$ cat src/rtl/sram22_march_bist.sv
// March C- BIST for one sram22 macro: one SRAM op per cycle, 10241 busy cycles for a passing run.
// The start pulse is ignored while busy. The first mismatch is captured and ends the test.
module sram22_march_bist #(
  parameter int DATA_WIDTH  = 32,
  parameter int ADDR_WIDTH  = 10,
  parameter int WMASK_WIDTH = 4
) (
  input  logic                   clk,
  input  logic                   rst,
  input  logic                   start,
  input  logic [DATA_WIDTH-1:0]  pattern,
  output logic                   busy,
  output logic                   done,
  output logic                   fail,
  output logic [2:0]             fail_elem,
  output logic [ADDR_WIDTH-1:0]  fail_addr,
  output logic [DATA_WIDTH-1:0]  fail_data,
  output logic                   sram_we,
  output logic [WMASK_WIDTH-1:0] sram_wmask,
  output logic [ADDR_WIDTH-1:0]  sram_addr,
  output logic [DATA_WIDTH-1:0]  sram_din,
  input  logic [DATA_WIDTH-1:0]  sram_dout
);

  typedef enum logic [1:0] {S_IDLE, S_RUN, S_FLUSH, S_DONE} state_t;

  localparam logic [ADDR_WIDTH-1:0] ADDR_ONE  = ADDR_WIDTH'(1);
  localparam logic [ADDR_WIDTH-1:0] ADDR_LAST = '1;

  state_t                  state_q, state_d;
  logic [2:0]              elem_q, elem_d;
  logic [ADDR_WIDTH-1:0]   addr_q, addr_d;
  logic                    phase_q, phase_d;
  logic [DATA_WIDTH-1:0]   pat_q, pat_d;
  logic                    cmp_valid_q, cmp_valid_d;
  logic [2:0]              cmp_elem_q, cmp_elem_d;
  logic [ADDR_WIDTH-1:0]   cmp_addr_q, cmp_addr_d;
  logic [DATA_WIDTH-1:0]   cmp_exp_q, cmp_exp_d;
  logic                    fail_q, fail_d;
  logic [2:0]              fail_elem_q, fail_elem_d;
  logic [ADDR_WIDTH-1:0]   fail_addr_q, fail_addr_d;
  logic [DATA_WIDTH-1:0]   fail_data_q, fail_data_d;

  logic                    running, is_read, is_write, down, last_addr, last_op;
  logic                    mismatch;
  logic [DATA_WIDTH-1:0]   rd_exp, wr_data;

  // E0/E5 are single-op elements; E1..E4 read on phase 0 and write on phase 1.
  always_comb begin
    running   = (state_q == S_RUN);
    down      = (elem_q == 3'd3) || (elem_q == 3'd4);
    last_op   = (elem_q == 3'd0) || (elem_q == 3'd5) || phase_q;
    last_addr = down ? (addr_q == '0) : (addr_q == ADDR_LAST);
    is_read   = running && ((elem_q == 3'd5) || ((elem_q != 3'd0) && !phase_q));
    is_write  = running && ((elem_q == 3'd0) || ((elem_q != 3'd5) && phase_q));
    rd_exp    = ((elem_q == 3'd2) || (elem_q == 3'd4)) ? ~pat_q : pat_q;
    wr_data   = ((elem_q == 3'd1) || (elem_q == 3'd3)) ? ~pat_q : pat_q;
    mismatch  = cmp_valid_q && !fail_q && ((state_q == S_RUN) || (state_q == S_FLUSH))
                && (sram_dout != cmp_exp_q);
  end

  always_comb begin
    state_d     = state_q;
    elem_d      = elem_q;
    addr_d      = addr_q;
    phase_d     = phase_q;
    pat_d       = pat_q;
    fail_d      = fail_q;
    fail_elem_d = fail_elem_q;
    fail_addr_d = fail_addr_q;
    fail_data_d = fail_data_q;
    cmp_valid_d = is_read;
    cmp_elem_d  = elem_q;
    cmp_addr_d  = addr_q;
    cmp_exp_d   = rd_exp;

    case (state_q)
      S_IDLE, S_DONE: begin
        if (start) begin
          state_d     = S_RUN;
          elem_d      = 3'd0;
          addr_d      = '0;
          phase_d     = 1'b0;
          pat_d       = pattern;
          fail_d      = 1'b0;
          fail_elem_d = 3'd0;
          fail_addr_d = '0;
          fail_data_d = '0;
        end
      end
      S_RUN: begin
        if (!last_op) begin
          phase_d = 1'b1;
        end else begin
          phase_d = 1'b0;
          if (last_addr) begin
            if (elem_q == 3'd5) begin
              state_d = S_FLUSH;
            end else begin
              elem_d = elem_q + 3'd1;
              // E3 and E4 sweep downwards from the top address.
              addr_d = ((elem_q == 3'd2) || (elem_q == 3'd3)) ? ADDR_LAST : '0;
            end
          end else begin
            addr_d = down ? (addr_q - ADDR_ONE) : (addr_q + ADDR_ONE);
          end
        end
      end
      S_FLUSH: state_d = S_DONE;
      default: state_d = S_IDLE;
    endcase

    if (mismatch) begin
      state_d     = S_DONE;
      fail_d      = 1'b1;
      fail_elem_d = cmp_elem_q;
      fail_addr_d = cmp_addr_q;
      fail_data_d = sram_dout;
    end
  end

  always_ff @(posedge clk) begin
    if (rst) begin
      state_q     <= S_IDLE;
      elem_q      <= 3'd0;
      addr_q      <= '0;
      phase_q     <= 1'b0;
      pat_q       <= '0;
      cmp_valid_q <= 1'b0;
      cmp_elem_q  <= 3'd0;
      cmp_addr_q  <= '0;
      cmp_exp_q   <= '0;
      fail_q      <= 1'b0;
      fail_elem_q <= 3'd0;
      fail_addr_q <= '0;
      fail_data_q <= '0;
    end else begin
      state_q     <= state_d;
      elem_q      <= elem_d;
      addr_q      <= addr_d;
      phase_q     <= phase_d;
      pat_q       <= pat_d;
      cmp_valid_q <= cmp_valid_d;
      cmp_elem_q  <= cmp_elem_d;
      cmp_addr_q  <= cmp_addr_d;
      cmp_exp_q   <= cmp_exp_d;
      fail_q      <= fail_d;
      fail_elem_q <= fail_elem_d;
      fail_addr_q <= fail_addr_d;
      fail_data_q <= fail_data_d;
    end
  end

  assign busy       = (state_q == S_RUN) || (state_q == S_FLUSH);
  assign done       = (state_q == S_DONE);
  assign fail       = fail_q;
  assign fail_elem  = fail_elem_q;
  assign fail_addr  = fail_addr_q;
  assign fail_data  = fail_data_q;
  assign sram_we    = is_write;
  assign sram_wmask = {WMASK_WIDTH{is_write}};
  assign sram_addr  = running ? addr_q : '0;
  assign sram_din   = is_write ? wr_data : '0;

endmodule
$ cat config.mk
export PLATFORM = sky130hd
export DESIGN_NAME = sram22_march_bist
export DESIGN_NICKNAME = d
export VERILOG_FILES = /design/src/rtl/sram22_march_bist.sv
export SDC_FILE = /design/constraint.sdc
export NUM_CORES = 1
export LEC_CHECK = 0
export BUFFER_PORTS_ARGS = -buffer_cell sky130_fd_sc_hd__clkbuf_2
export CAP_MARGIN = 20
export CORE_MARGIN = 3
export CORE_UTILIZATION = 48
export CTS_CLUSTER_DIAMETER = 150
export DETAILED_ROUTE_END_ITERATION = 8
export GPL_ROUTABILITY_DRIVEN = 1
export PLACE_DENSITY_LB_ADDON = 0.25
export SLEW_MARGIN = 20
export SYNTH_ARGS = -nofsm -noshare
export SYNTH_HDL_FRONTEND = slang
export SYNTH_SLANG_ARGS = --single-unit
$ cat constraint.sdc
create_clock -name clk -period 6.6 [get_ports clk]
set_input_delay 0.99 -clock clk [delete_from_list [all_inputs] [get_ports clk]]
set_output_delay 0.99 -clock clk [all_outputs]
set_load 0.01 [all_outputs]
==> out/metrics.cfg <==
[timing]
setup_viol=0
slew_viol_final=0
fmax_mhz=276.7
relSlewSlack_pct=41.20
fin_skew_ps=10.79
finalHoldViolCount=0
worst_pin_slew_ps=882.0
setup_tns_ps=0
rsz0062_at_grt=no
fin_crit_ps=3614
fin_crit_sh_pct=54.75
fin_ws_ps=2986

[grt]
antenna_found_initial=0
grt_first_pass_wirelength_um=27570
track_usage_pct=22.80
grt_max_degree=84
first_global_vias=5267
grt_overflow=0

[worst_setup_path]
cp.arrival_ps=2620
critPathMaxStageDelay_ps=510
cp_max_fo=19
crit_cells=7
cp_num_buf_inv=3
path_class=reg -> out
r2r_cells=10
cpLargestDelayFamily=buffers and inverters
crit_required_ps=5610
cp_slowest_cell=dfxtp_1
endpoint_kind=primary output
path_cells=inv_1 > ha_1 > a21oi_4 > buf_4 > xor2_1 > nor2_1 > clkbuf_2
start_kind=flop

[cts]
path_clk_slew_ps=60
cts_resized=0
numClockSinks=140
cts_tree=yes
numCtsBuffers=17
cts_root_buf=clkbuf_16
cts_buffer_depth=2
clk_latency_ps=420
h-tree-depth=4
hold_buffers=0
post-cts-setup-buffer-count=0

[floorplan]
pin_count=162
start_util_pct=49.62
dieArea_um2=15300
coreArea_um2=13400
fp-row-count=42
die_w_um=123.7
die_h_um=123.7

[final_layout]
synthToLayoutAreaGrowth_pct=22.49
drive_gt1_share_pct=22.88
n_antenna_cell=0
nets=1002
final_common_cell=clkbuf_2
post-route-util_pct=60.78
final_cell_mix=160 x clkbuf_2, 140 x dfxtp_1, 99 x xor2_1, 88 x a21oi_1, 83 x nor2_1
fillers=1225

[run]
maxCapViolations=0

[synth]
ys_seq_elements=140
syn_area_um2=6649
ys_seq_area_share_pct=42.15
ys_warn_count=0
synth_ff_type=dfxtp_1
syn_nets=877
avgSynthCellArea_um2=8.384
synth-edff-count=0
ys_types=43
synth_cells=793
async_flop_share_pct=0

[drt]
drt_iter0_drc=670
viasPerCell=5.481
drc=0
ant_nets=0
drt_first_pass_iters=5
routed_wl_um=17730
wire_per_inst_um=16.01
vias=6068

[power_and_ir_drop]
power_mw=2.577
p_leak_nw=3.441
p_per_area_nw_per_um2=316.4
ir_drop_uv=184.9

[hold_path]
hold_class=reg -> reg
hold_depth=2

[placed_design]
pre_cts_slack_ps=3202
dp_hpwl_um=12290
place.gp.congestion=0.8692
numPortBuffers=161

[run_status]
outcome=finished clean

[Yosys cell counts, types with 2 or more instances]
master       n  area [µm²]
a211o_1      2       17.52
a211oi_1     3       22.52
a21o_1       7       52.55
a21oi_1     90       450.4
a31oi_1      3       18.77
and2_1      12       75.07
buf_1        3       11.26
buf_2        3       15.01
buf_4        4       30.03
clkbuf_1    56       210.2
dfxtp_1    140        2803
ha_1        16       200.2
inv_1       11       41.29
nand2_1     83       311.6
nand3_1     47       235.2
nand4_1      8       50.05
nor2_1      84       315.3
nor2b_1     12       75.07
nor3_1       8       40.04
nor4_1      14       87.58
o2111ai_1   45       394.1
o211ai_1     2       15.01
o21ai_0     18       90.09
o311ai_0     2       17.52
o31ai_1      2       15.01
or4b_1       2       20.02
xnor2_1      2       17.52
xor2_1      99       867.1
[through the flow]
| stage | std cells | instance area [µm²] | hold slack (ps) |
|---|---|---|---|
| finish | 1107 | 8144 | 465.7 |
| CTS | 1106 | 8129 | 467.3 |
| global placement | 1074 | 7510 | 454.4 |
| global route | 1107 | 8144 | 486.7 |
| detailed placement | 1074 | 7510 | 459.7 |
| floorplan | 793 | 6649 | 459.1 |
[sequential cells by signal (all words and copies together), names as in the netlist]
signal and flops:
cmp_addr_q 10, fail 1, cmp_valid_q 1, phase_q 1, addr_q 10, cmp_elem_q 3
cmp_elem_d 3, pat_q 32, fail_addr 10, state_q 2, fail_data 32, cmp_exp_q 32
fail_elem 3
[area by class of cell]
type                    instances  area, µm²  share of cell area [%]
multi-input cells             575       3555                   43.65
clock buffers                  19      452.9                   5.562
inverters                      11      41.29                  0.5070
flip-flops and latches        140       2803                   34.41
clock inverters                13      166.4                   2.043
repair buffers                173      905.9                   11.12
well taps                     176      220.2                   2.704
[routing by layer]
metal	track usage, %	up-vias	share of wire, %
li1	-	3015	-
met1	34.20	2784	48
met2	32.95	251	44
met3	4.995	18	6.9
met4	6.090	0	1.0
met5	0	-	0
[logic make-up (layout without fill, tap and decap cells)]
kind of cell             after synthesis  count (layout)  share of synthesized area [%]
AO/OA/AOI/OAI                        181             181                          17.46
XOR/XNOR                             101             101                          13.30
adder cells (fa/ha/maj)               17              17                          3.312
buffers and inverters                 78             216                          4.799
flip-flops                           140             140                          42.15
multiplexers                           1               1                         0.2258
AND/OR/NAND/NOR                      275             275                          18.74
[path summary, 6_finish.rpt]
path / to / from / slack (ps)
max reg2reg: addr_q[7] / cmp_elem_d[0] / 3490
min reg2reg: fail_addr[2] / fail_addr[2] / 470
min: fail_addr[2] / fail_addr[2] / 470
max: sram_din[2] / cmp_elem_d[2] / 2990
[where the power goes]
part           total (mW)  internal (mW)  switching [mW]
clock network       0.978          0.615           0.363
registers            1.00          0.921          0.0788
logic               0.599          0.186           0.413
[worst min-delay path, cell delays in order, from the launching register on]
cell and delay (ps):
dfxtp_1 310, nand3_1 60, a21oi_1 50
(Power assumes the default switching activity.)
